`src/rtl/dot_product_accumulator.sv`:
```
// Sums a stream of unsigned products into one dot-product result per vector and
// hands the result downstream over valid/ready, flagging vector-length mismatches.
module dot_product_accumulator #(
    parameter int VEC_LEN = 8,
    parameter int PROD_W  = 16,
    parameter int ACC_W   = PROD_W + $clog2(VEC_LEN)
) (
    input  logic              clk,
    input  logic              rst,
    input  logic              prod_valid,
    output logic              prod_ready,
    input  logic [PROD_W-1:0] prod_data,
    input  logic              prod_last,
    output logic              sum_valid,
    input  logic              sum_ready,
    output logic [ACC_W-1:0]  sum_data,
    output logic              sum_err
);

    localparam int CNT_W = $clog2(VEC_LEN);
    localparam logic [CNT_W-1:0] CNT_MAX = CNT_W'(VEC_LEN - 1);

    typedef enum logic {ST_ACC, ST_HOLD} state_t;

    state_t             state_reg, state_next;
    logic [ACC_W-1:0]   acc_reg;
    logic [CNT_W-1:0]   cnt_reg;
    logic [ACC_W-1:0]   sum_data_reg;
    logic               sum_err_reg;

    logic               accept;
    logic               cnt_full;
    logic               final_beat;
    logic [ACC_W-1:0]   prod_ext;
    logic [ACC_W-1:0]   acc_sum;

    assign accept     = prod_valid && prod_ready;
    assign cnt_full   = (cnt_reg == CNT_MAX);
    assign final_beat = prod_last || cnt_full;
    assign prod_ext   = ACC_W'(prod_data);
    assign acc_sum    = acc_reg + prod_ext;

    always_ff @(posedge clk) begin
        if (rst) begin
            state_reg <= ST_ACC;
        end else begin
            state_reg <= state_next;
        end
    end

    always_comb begin
        state_next = state_reg;
        case (state_reg)
            ST_ACC:  if (accept && final_beat) state_next = ST_HOLD;
            ST_HOLD: if (sum_ready)            state_next = ST_ACC;
            default: state_next = ST_ACC;
        endcase
    end

    // Handshake outputs depend on state only, so sum_ready never reaches prod_ready.
    always_comb begin
        prod_ready = (state_reg == ST_ACC);
        sum_valid  = (state_reg == ST_HOLD);
    end

    always_ff @(posedge clk) begin
        if (rst) begin
            acc_reg      <= '0;
            cnt_reg      <= '0;
            sum_data_reg <= '0;
            sum_err_reg  <= 1'b0;
        end else if (accept) begin
            if (final_beat) begin
                // Mismatch when last and the length limit do not coincide.
                sum_data_reg <= acc_sum;
                sum_err_reg  <= (prod_last != cnt_full);
                acc_reg      <= '0;
                cnt_reg      <= '0;
            end else begin
                acc_reg <= acc_sum;
                cnt_reg <= cnt_reg + 1'b1;
            end
        end
    end

    assign sum_data = sum_data_reg;
    assign sum_err  = sum_err_reg;

endmodule

```
`config.mk`:
```
export PLATFORM = sky130hd
export DESIGN_NAME = dot_product_accumulator
export DESIGN_NICKNAME = d
export VERILOG_FILES = /design/src/rtl/dot_product_accumulator.sv
export SDC_FILE = /design/constraint.sdc
export NUM_CORES = 1
export LEC_CHECK = 0
export BUFFER_PORTS_ARGS = -buffer_cell sky130_fd_sc_hd__buf_2
export CAP_MARGIN = 0
export CORE_MARGIN = 2
export CORE_UTILIZATION = 50
export CTS_BUF_LIST = sky130_fd_sc_hd__clkbuf_8
export DETAILED_ROUTE_END_ITERATION = 10
export GPL_TIMING_DRIVEN = 0
export PLACE_DENSITY_LB_ADDON = 0.12
export SETUP_SLACK_MARGIN = 0.4
export SYNTH_ARGS = -nofsm -noshare
export SYNTH_HDL_FRONTEND = slang
export SYNTH_SLANG_ARGS = --single-unit
```
`constraint.sdc`:
```
create_clock -name clk -period 3.4 [get_ports clk]
set_input_delay 0.17 -clock clk [delete_from_list [all_inputs] [get_ports clk]]
set_output_delay 0.17 -clock clk [all_outputs]
set_load 0.005 [all_outputs]
```
==> results of run 1 <==
==> power breakdown <==
| part | switching, uW | leakage [uW] | internal, uW |
|---|---|---|---|
| clock | 180 | 0.0000695 | 291 |
| combinational | 146 | 0.000803 | 103 |
| sequential | 14.3 | 0.000351 | 531 |
| total | 340 | 0.00122 | 925 |
==> layout make-up <==
cell class | count | area [um^2] | area share (%)
multi-input cells | 232 | 1490 | 51.6
flip-flops and latches | 43 | 861 | 29.7
repair buffers | 45 | 233 | 8.04
well taps | 67 | 83.8 | 2.90
clock buffers | 5 | 68.8 | 2.38
clock inverters | 3 | 63.8 | 2.20
plain buffers | 17 | 63.8 | 2.20
inverters | 7 | 26.3 | 0.908
==> logic make-up after synthesis <==
family / share of synthesized area [%]
AO/OA/AOI/OAI: 21.7
AND/OR/NAND/NOR: 24.1
XOR/XNOR: 4.66
flip-flops: 35.2
adder cells (fa/ha/maj): 10.6
buffers and inverters: 3.69
==> cells in the final DEF (no fill, tap or decap), types with 2 or more instances in the layout <==
cell / count
or3_1: 3
dfxtp_1: 43
a21o_1: 6
nand2_1: 46
a211oi_1: 4
inv_1: 8
bufinv_16: 2
nand4_1: 4
a31oi_1: 4
buf_1: 2
xnor2_1: 9
nor2_1: 22
or2_2: 2
ha_1: 19
nand2b_1: 4
nand3_1: 10
a22oi_1: 8
buf_4: 3
o21a_1: 3
clkbuf_1: 15
nand4b_1: 2
buf_2: 42
o21ai_0: 16
xor2_1: 4
a21oi_1: 30
nor2b_1: 5
nand3b_1: 11
o21bai_1: 2
nor3_1: 4
clkbuf_8: 5
==> timing repair <==
action	4_1_cts	5_1_grt
setup endpoints to repair	0	2
resized for setup	0	1
buffers inserted	0	3
endpoints found under the hold margin	0	0
==> worst max-delay path by stage <==
stage / startpoint / to / cells after the start
after floorplan: acc_reg[0] / sum_data[18] / 11
after global placement: acc_reg[0] / sum_data[18] / 11
after detailed placement: acc_reg[0] / sum_data[18] / 11
after CTS: acc_reg[0] / sum_data[18] / 11
after global routing: acc_reg[0] / sum_data[18] / 11
final: acc_reg[0] / sum_data[14] / 13
==> worst min-delay path, cell delays in order <==
cell and delay, ns:
buf_2 0.07, nand2b_1 0.08, a21oi_1 0.06
==> through the flow <==
step / total power (uW) / setup WS (ns)
floorplan: 726 / 0.717
global placement: 796 / 0.524
detailed placement: 800 / 0.485
CTS: 1270 / 0.464
global route: 1330 / 0.402
finish: 1260 / 0.546
==> per-layer routing <==
metal	routed length, um	part of all wire, %	up-vias
li1	-	-	1162
met1	2680	44	1090
met2	3030	50	59
met3	280	4.6	8
met4	85	1.4	0
met5	0	0	-
==> summary.txt, run 1 <==
Routing
  • Vias: 2,319
  • DR iter-0 viols: 154
  • WL per Instance: 14.5 um
  • Vias per cell: 5.53
  • Post-Route WL: 6080 um
  • DRT antenna net count: 0
  • Detailed-route DRC error count: 0
  • DRT Pass-1 Iters: 4

Setup path
  • Worst r2r src: acc_reg[0]
  • Crit-path most repeated cell: buf_4
  • Crit Path Category: register to register
  • Crit-path slowest cell: or4_4
  • Critical path endpoint category: register
  • Crit path largest cell delay: 0.50 ns
  • Reg-to-Reg End: sum_data[14]
  • CP Max Fanout: 3
  • Crit path DAT: 3.09 ns
  • CP delay by family, top: compound AO/OA/AOI/OAI gates
  • CP Data Required Time: 3.63 ns
  • CP cell instances: ha_1, inv_1, fa_2, nor2b_4, o31a_1, or4_4, a221oi_4, buf_4, buf_4, o21bai_1, xor2_1, nand2_1, a21oi_1
  • Buffers & Inverters on Critical Path: 3
  • Setup crit start kind: register
  • R2R setup slack: 0.55 ns
  • R2R depth: 13

Global route
  • Overflow left after global routing: 0
  • Initial antenna violation count: 0
  • GR Util met1: 30.2%
  • Busiest grt layer: met2
  • GRT Total Usage: 24.2%
  • Vias in the first global route: 2,179
  • Global-route wire length before repair: 10,100 um
  • Met2 Usage GRT: 41.5%
  • Global Route met3 Usage: 4.80%
  • Largest net degree at the start of global routing: 14

Hold path
  • Min-Delay Endpoint: sum_valid
  • Worst hold start: sum_ready
  • Hold crit path type: input pin to register
  • Worst hold stages: 3

Die
  • Row cnt: 25
  • Die Area: 0.00546 mm^2
  • Core area: 0.00472 mm^2
  • Die Span Y: 73.9 um
  • # IOs: 43
  • Initial core utilization: 51.7%
  • Die Span X: 73.9 um

Power
  • Max VDD drop: 0.254 mV
  • Leakage: 0.00122 uW
  • PD cells: 437 mW/mm^2

Cells and area
  • Post-layout net count: 392
  • Fin cells: 419
  • Area growth syn-to-layout: 18.5%
  • Fill count: 442
  • Diode count: 0
  • Post-route cell area: 0.00289 mm^2
  • Fin util: 61.3%
  • Share of cells above drive strength 1: 17.6%

Synthesis
  • Yosys warning total: 0
  • Sequential share of the synthesized area: 35.2%
  • Gate Count Post-Synth: 299
  • Cell Area, Synth: 0.00244 mm^2
  • Post-synthesis net count: 340
  • Yosys top cell by area: dfxtp_1
  • Cell variety after synth: 40
  • Top post-synthesis cells by area: dfxtp_1 (35%), ha_1 (9.7%), nand2_1 (7.1%)
  • Most frequent cell after synthesis: nand2_1
  • FFs w/ async S/R, synth: 0%
  • Post-synth top area share: 35.2%
  • Syn Area/Cell: 8.17 um^2
  • Synth Register Bits: 43
  • Leading post-synthesis cells by instance count: nand2_1 (46), dfxtp_1 (43), a21oi_1 (30)
  • Post-synth EDFFs: 0
  • Post-synth top flop: dfxtp_1

Clock network
  • Cts-stage hold buffer count: 0
  • H-tree depth: 2
  • Longest Clk Path Bufs: 2
  • Cts bufs inserted: 5
  • Clock root cell: clkbuf_8
  • CTS tree: done
  • CTS clk-pin slew, worst paths: 0.09 ns
  • Worst skew pair latency: 0.30 ns
  • CTS sink cnt: 43

Timing
  • Final-report hold violation count: 0
  • Final Skew: 0.0116 ns
  • Final min period: 2.85 ns
  • Max-slew violations: 0
  • Final setup viols: 0
  • Max Clock Freq: 0.350 GHz
  • Final period util: 83.9%
  • Worst hold slack: 0.138 ns
  • RSZ-0062 raised after global routing: false
  • Worst rel slew slack: 52.6%
  • Least-Margin Pin Slew: 0.707 ns
  • Sum of negative setup slack: 0 ns

Placement
  • Gpl congestion: 0.847
  • Port Buffer Count: 42
  • Placed insts: 408
  • Dpl cell area: 0.00274 mm^2
  • HPWL after DPL: 4450 um

Flow run
  • Max-cap viol count: 0

Status
  • Status: complete, no violations
Note: power is estimated with default switching activity, not from simulation.
==> inputs of run 2 (changes only) <==
ABC_AREA = 1   (was default)
clock period = 2.8 ns   (was 3.4 ns; I/O delays follow)
==> run 2 against run 1 <==
  * Worst hold slack worse by 0.098 ns
  * Sequential share of layout area is 2.3 points lower
  * Final area is 8.3% higher
  * Die area is 11% higher
  * Setup slack better by 0.20 ns
  * Largest cell class unchanged
==> summary.txt, run 2 <==
Status
  • Status: complete, no violations (unchanged)

Synthesis
  • Post-synth top flop: dfxtp_1 (unchanged)
  • Leading post-synthesis cells by instance count: nand2_1 (119), inv_1 (56), dfxtp_1 (43) (was nand2_1 (46), dfxtp_1 (43), a21oi_1 (30))
  • Yosys warning total: 0 (unchanged)
  • Top post-synthesis cells by area: dfxtp_1 (32%), nand2_1 (16%), ha_1 (8.7%) (was dfxtp_1 (35%), ha_1 (9.7%), nand2_1 (7.1%))
  • Post-synth top area share: 31.5% (was 35.2%)
  • Yosys top cell by area: dfxtp_1 (unchanged)
  • Post-synth EDFFs: 0 (unchanged)
  • Post-synthesis net count: 446 (was 340)
  • Gate Count Post-Synth: 405 (was 299)
  • Most frequent cell after synthesis: nand2_1 (unchanged)
  • Sequential share of the synthesized area: 31.5% (was 35.2%)
  • Syn Area/Cell: 6.74 um^2 (was 8.17 um^2)
  • FFs w/ async S/R, synth: 0% (unchanged)
  • Synth Register Bits: 43 (unchanged)
  • Cell variety after synth: 27 (was 40)
  • Cell Area, Synth: 0.00273 mm^2 (was 0.00244 mm^2)

Setup path
  • End of the critical path: sum_data[16] (was sum_data[14])
  • Crit path DAT: 2.26 ns (was 3.09 ns)
  • Setup crit start kind: register (unchanged)
  • Worst r2r src: acc_reg[0] (unchanged)
  • Crit path largest cell delay: 0.39 ns (was 0.50 ns)
  • Crit-path most repeated cell: nand2_1 (was buf_4)
  • CP Max Fanout: 3 (unchanged)
  • CP Data Required Time: 3.01 ns (was 3.63 ns)
  • Critical path endpoint category: register (unchanged)
  • Crit Path Category: register to register (unchanged)
  • Crit-path slowest cell: fa_1 (was or4_4)
  • R2R depth: 15 (was 13)
  • CP cell instances: ha_1, inv_1, fa_1, inv_1, nand3_1, nand2_2, nand2_2, nand2_2, nand2_1, nand2_1, nand2_1, nand2_1, nand2_1, nand2_1, inv_1 (was ha_1, inv_1, fa_2, nor2b_4, o31a_1, or4_4, a221oi_4, buf_4, buf_4, o21bai_1, xor2_1, nand2_1, a21oi_1)
  • Crit path launch: acc_reg[0] (unchanged)
  • Reg-to-Reg End: sum_data[16] (was sum_data[14])
  • R2R setup slack: 0.74 ns (was 0.55 ns)

Clock network
  • Post-cts resize count: 0 (unchanged)
  • Post-CTS Setup Bufs: 0 (unchanged)
  • Cts-stage hold buffer count: 0 (unchanged)
  • CTS clk-pin slew, worst paths: 0.08 ns (was 0.09 ns)
  • Longest Clk Path Bufs: 2 (unchanged)
  • Worst skew pair latency: 0.30 ns (about the same)
  • CTS tree: done (unchanged)
  • H-tree depth: 2 (unchanged)
  • Clock root cell: clkbuf_8 (unchanged)
  • Cts bufs inserted: 5 (unchanged)
  • CTS sink cnt: 43 (unchanged)

Cells and area
  • Post-layout net count: 495 (was 392)
  • Diode count: 0 (unchanged)
  • Most frequent cells in the layout: nand2_1 (119), inv_1 (56), buf_2 (46), dfxtp_1 (43), a21oi_1 (29) (was nand2_1 (46), dfxtp_1 (43), buf_2 (42), a21oi_1 (30), nor2_1 (22))
  • Most common cell after layout, fill and taps aside: nand2_1 (unchanged)
  • Share of cells above drive strength 1: 18.3% (was 17.6%)
  • Post-route cell area: 0.00314 mm^2 (was 0.00289 mm^2)
  • Area growth syn-to-layout: 14.8% (was 18.5%)
  • Fin util: 60.2% (was 61.3%)

Timing
  • Max Clock Freq: 0.486 GHz (was 0.350 GHz)
  • Final setup viols: 0 (unchanged)
  • Max-slew violations: 0 (unchanged)
  • Final min period: 2.06 ns (was 2.85 ns)
  • Sum of negative setup slack: 0 ns (unchanged)
  • Worst rel slew slack: 62.6% (was 52.6%)
  • Final Skew: 0.00636 ns (was 0.0116 ns)
  • Final period util: 73.5% (was 83.9%)
  • RSZ-0062 raised after global routing: false (unchanged)
  • Least-Margin Pin Slew: 0.561 ns (was 0.707 ns)
  • Final-report hold violation count: 0 (unchanged)

Die
  • Die Area: 0.00607 mm^2 (was 0.00546 mm^2)
  • Row cnt: 26 (was 25)
  • Die Span X: 77.9 um (was 73.9 um)
  • Initial core utilization: 52.5% (was 51.7%)
  • # IOs: 43 (unchanged)
  • Die Span Y: 77.9 um (was 73.9 um)
  • Core area: 0.00520 mm^2 (was 0.00472 mm^2)

Placement
  • Dpl cell area: 0.00303 mm^2 (was 0.00274 mm^2)
  • Port Buffer Count: 42 (unchanged)
  • HPWL after DPL: 5110 um (was 4450 um)
  • Gpl congestion: 0.895 (was 0.847)

Routing
  • Detailed-route DRC error count: 0 (unchanged)
  • DRT Pass-1 Iters: 4 (unchanged)
  • Vias per cell: 4.86 (was 5.53)
  • WL per Instance: 12.7 um (was 14.5 um)
  • DRT antenna net count: 0 (unchanged)
  • DR iter-0 viols: 141 (was 154)
  • Vias: 2,548 (was 2,319)
  • Post-Route WL: 6680 um (was 6080 um)

Global route
  • Initial antenna violation count: 0 (unchanged)
  • Largest net degree at the start of global routing: 14 (unchanged)
  • Vias in the first global route: 2,552 (was 2,179)
  • Global-route wire length before repair: 11,500 um (was 10,100 um)
  • Overflow left after global routing: 0 (unchanged)
  • GRT Total Usage: 23.8% (was 24.2%)

Hold path
  • Hold crit path type: input pin to register (unchanged)

Flow run
  • Max-cap viol count: 0 (unchanged)

Power
  • Post-layout power: 1490 uW (was 1260 uW)
  • Max VDD drop: 0.241 mV (was 0.254 mV)
  • PD cells: 474 mW/mm^2 (was 437 mW/mm^2)
  • Leakage: 0.00169 uW (was 0.00122 uW)
## run 2: area by class of cell
class | count | area [um^2]
Multi-Input combinational cell | 292 | 1600
Inverter | 58 | 218
Sequential cell | 43 | 861
Buffer | 12 | 50.0
Timing Repair Buffer | 42 | 210
Fill cell | 568 | 2070
Tap cell | 70 | 87.6
Clock buffer | 5 | 68.8
Clock inverter | 2 | 37.5
## run 2: stage by stage
step                      cells  hold WS, ns  worst slack, ns
final                       524       0.0394            0.742
after global routing        524       0.0432            0.520
after CTS                   524       0.0377            0.749
after detailed placement    517        0.356            0.753
after global placement      517        0.349            0.775
after floorplan             405        0.209             1.04
## run 2: layer usage
metal  part of all wire (%)  global-route usage, %  wire length, um
met1                     50                   31.5             3330
met2                     45                   39.8             3010
met3                    4.2                   3.49              283
met4                   0.72                   7.54               48
met5                      0                      0                0
## run 2: how the worst min path moves through the flow
stage,from,end,slack [ns],depth (start not counted)
finish,rst,cnt_reg[1],0.04,2
global route,rst,cnt_reg[1],0.04,2
CTS,rst,cnt_reg[1],0.04,2
detailed placement,rst,cnt_reg[1],0.36,2
global placement,rst,cnt_reg[1],0.35,2
floorplan,rst,cnt_reg[1],0.21,1
## run 2: worst max-delay path, delay by kind of cell, from the launching register on
family                   cells  cell delay, ns
adder cells (fa/ha/maj)      2            0.61
buffers and inverters        3            0.21
AND/OR/NAND/NOR             10            0.81
flip-flops                   1            0.34
## run 2: logic make-up after synthesis
group | share of synthesized area, %
AND/OR/NAND/NOR | 31.1
adder cells (fa/ha/maj) | 9.44
AO/OA/AOI/OAI | 15.9
XOR/XNOR | 2.24
flip-flops | 31.5
buffers and inverters | 9.80
## run 2: where the power goes
part	switching [uW]	internal, uW
clock network	227	261
registers	18.6	648
logic	208	123
total	454	1030
==> inputs of run 3 (changes only) <==
clock period = 2.1 ns   (was 2.8 ns; I/O delays follow)
==> run 3 against run 2 <==
  * Global-route usage rose by 0.53 points
  * Clock power rose by 9.8%
  * Flip-flop and latch count did not move
  * Non-clock buffer count rose by 10
  * Largest cell class unchanged
  * Combinational power rose by 80%
  * Highest routed layer unchanged
  * Largest power group unchanged
  * Clock skew fell by 0.00094 ns
  * Fmax rose by 14%
  * Critical path depth fell by 2
  * Worst hold slack improved by 0.077 ns
  * Die area did not move
==> summary.txt, run 3 (same netlist as run 2, synthesis figures left out) <==
Status
  • Status: complete, no violations (unchanged)

Timing
  • Final Skew: 0.00543 ns (was 0.00636 ns)
  • Max-slew violations: 0 (unchanged)
  • Final-report hold violation count: 0 (unchanged)
  • Final setup viols: 0 (unchanged)
  • Worst rel slew slack: 61.7% (was 62.6%)
  • Final min period: 1.81 ns (was 2.06 ns)
  • Max Clock Freq: 0.553 GHz (was 0.486 GHz)
  • Least-Margin Pin Slew: 0.575 ns (was 0.561 ns)
  • RSZ-0062 raised after global routing: true (was false)
  • Sum of negative setup slack: 0 ns (unchanged)
  • Post-route setup slack: 0.293 ns (was 0.742 ns)
  • Final period util: 86.1% (was 73.5%)

Global route
  • Overflow left after global routing: 0 (unchanged)
  • Global-route wire length before repair: 11,800 um (was 11,500 um)
  • Initial antenna violation count: 0 (unchanged)
  • Largest net degree at the start of global routing: 14 (unchanged)
  • Vias in the first global route: 2,571 (was 2,552)
  • GRT Total Usage: 24.3% (was 23.8%)

Routing
  • Met2 Wirelength: 3800 um (was 3010 um)
  • Vias per cell: 5.21 (was 4.86)
  • DRT Pass-1 Iters: 5 (was 4)
  • DR iter-0 viols: 177 (was 141)
  • DRT met1 WL: 3360 um (was 3330 um)
  • WL per Instance: 14.2 um (was 12.7 um)
  • Detailed-route DRC error count: 0 (unchanged)
  • Length of routed met3 wiring: 292 um (was 283 um)
  • Post-Route WL: 7620 um (was 6680 um)
  • DRT antenna net count: 0 (unchanged)
  • Max layer used: met4 (unchanged)
  • Vias: 2,790 (was 2,548)

Clock network
  • CTS tree: done (unchanged)
  • H-tree depth: 2 (unchanged)
  • Cts bufs inserted: 5 (unchanged)
  • Clock root cell: clkbuf_8 (unchanged)
  • Worst skew pair latency: 0.30 ns (about the same)
  • Longest Clk Path Bufs: 2 (unchanged)
  • CTS clk-pin slew, worst paths: 0.09 ns (was 0.08 ns)
  • CTS sink cnt: 43 (unchanged)

Setup path
  • Crit path largest cell delay: 0.35 ns (was 0.39 ns)
  • CP delay by family, top: simple AND/OR/NAND/NOR gates (unchanged)
  • Crit Path Category: register to register (unchanged)
  • CP Data Required Time: 2.36 ns (was 3.01 ns)
  • Critical path endpoint category: register (unchanged)
  • Setup crit start kind: register (unchanged)
  • Crit-path slowest cell: dfxtp_2 (was fa_1)
  • Worst r2r src: acc_reg[0] (unchanged)
  • Crit path DAT: 2.06 ns (was 2.26 ns)
  • Reg-to-Reg End: sum_data[12] (was sum_data[16])
  • CP Max Fanout: 3 (unchanged)
  • CP cell instances: ha_4, inv_2, fa_2, inv_2, nand3_2, nand2_4, nand2_4, nand2_4, nand2_4, nand3b_1, nand2_2, a21o_1, inv_1 (was ha_1, inv_1, fa_1, inv_1, nand3_1, nand2_2, nand2_2, nand2_2, nand2_1, nand2_1, nand2_1, nand2_1, nand2_1, nand2_1, inv_1)
  • Buffers & Inverters on Critical Path: 3 (unchanged)
  • R2R setup slack: 0.29 ns (was 0.74 ns)
  • R2R depth: 13 (was 15)
  • Crit-path most repeated cell: nand2_4 (was nand2_1)

Cells and area
  • Area growth syn-to-layout: 35.3% (was 14.8%)
  • Share of cells above drive strength 1: 37.4% (was 18.3%)
  • Diode count: 0 (unchanged)
  • Most frequent cells in the layout: nand2_1 (97), inv_1 (54), buf_2 (44), dfxtp_1 (33), nand2_2 (28) (was nand2_1 (119), inv_1 (56), buf_2 (46), dfxtp_1 (43), a21oi_1 (29))
  • Most common cell after layout, fill and taps aside: nand2_1 (unchanged)
  • Post-layout net count: 505 (was 495)
  • Fin util: 71.0% (was 60.2%)

Die
  • Die Span X: 77.9 um (unchanged)
  • Die Area: 0.00607 mm^2 (unchanged)
  • Initial core utilization: 52.5% (unchanged)
  • Core area: 0.00520 mm^2 (unchanged)
  • # IOs: 43 (unchanged)
  • Die Span Y: 77.9 um (unchanged)
  • Row cnt: 26 (unchanged)

Hold path
  • Worst hold stages: 3 (was 2)
  • Worst hold start: sum_ready (was rst)
  • Hold crit path type: input pin to register (unchanged)
  • Min-Delay Endpoint: sum_valid (was cnt_reg[1])

Placement
  • Pre-CTS WS: 0.165 ns (was 0.753 ns)
  • HPWL after DPL: 5150 um (was 5110 um)
  • Port Buffer Count: 42 (unchanged)
  • Gpl congestion: 0.882 (was 0.895)

Power
  • Leakage: 0.00182 uW (was 0.00169 uW)
  • Max VDD drop: 0.346 mV (was 0.241 mV)
  • PD cells: 550 mW/mm^2 (was 474 mW/mm^2)

Flow run
  • Max-cap viol count: 0 (unchanged)
[run 3: cell types whose count changed in the layout (fill, tap and decap cells not counted), moves of 6 or more]
cell     before  now
nand2_1     119   97
ha_1         19    3
ha_4          0   16
nand2_2      13   28
dfxtp_1      43   33
dfxtp_2       0   10
a21oi_1      29   21
buf_4         0    8
nand3_1      20   12
nand2_4       0    7
nand3_2       5   12
a21oi_2       4   10
[run 3: how the worst max path moves through the flow]
| stage | slack (ns) | startpoint | cells past startpoint | end |
|---|---|---|---|---|
| after floorplan | 0.40 | acc_reg[0] | 15 | sum_data[16] |
| after global placement | 0.17 | acc_reg[0] | 15 | sum_data[16] |
| after detailed placement | 0.17 | acc_reg[0] | 15 | sum_data[16] |
| after CTS | 0.30 | acc_reg[0] | 15 | sum_data[16] |
| after global routing | 0.20 | acc_reg[0] | 15 | sum_data[16] |
| final | 0.29 | acc_reg[0] | 13 | sum_data[12] |
[run 3: power breakdown]
group | leakage [uW] | switching (uW) | internal, uW
clock | 0.0000453 | 308 | 228
sequential | 0.000356 | 31.3 | 866
combinational | 0.00142 | 347 | 250
total | 0.00182 | 686 | 1340
[run 3: worst register-to-register path: stages (launching register included)]
cell and delay, ns:
dfxtp_2 0.35, ha_4 0.14, inv_2 0.04, fa_2 0.34
inv_2 0.08, nand3_2 0.08, nand2_4 0.10, nand2_4 0.05
nand2_4 0.11, nand2_4 0.06, nand3b_1 0.12, nand2_2 0.09
a21o_1 0.16, inv_1 0.04
[run 3: stage by stage]
stage,instances,hold slack [ns],total power (uW),cell area [um^2]
floorplan,405,0.174,1210,2740
global placement,517,0.317,1340,3030
global route,535,0.117,2130,3690
CTS,530,0.118,1910,3310
finish,535,0.117,2030,3690
detailed placement,517,0.315,1350,3030
[run 3: final cells by class]
class,instances,area (um^2)
clock buffer,5,68.8
timing repair buffer,52,292
clock inverter,3,16.3
inverter,58,218
buffer,12,70.1
multi-input combinational,292,2070
fill,441,1510
sequential,43,873
tap,70,87.6
[run 3: metal layers]
metal  GRT usage (%)  vias to the layer above
met4            9.82                        0
met1            31.8                     1311
met5               0                        -
met2            41.1                       68
li1                -                     1396
met3            2.33                       15
[run 3: repair_timing]
item / in CTS / in global routing
gates cloned: 0 / 1
pin swaps: 13 / 27
resized for setup: 28 / 90
hold buffers: 1 / 0
setup buffers: 4 / 4
endpoints found under the hold margin: 1 / 0
setup endpoints to repair: 27 / 40
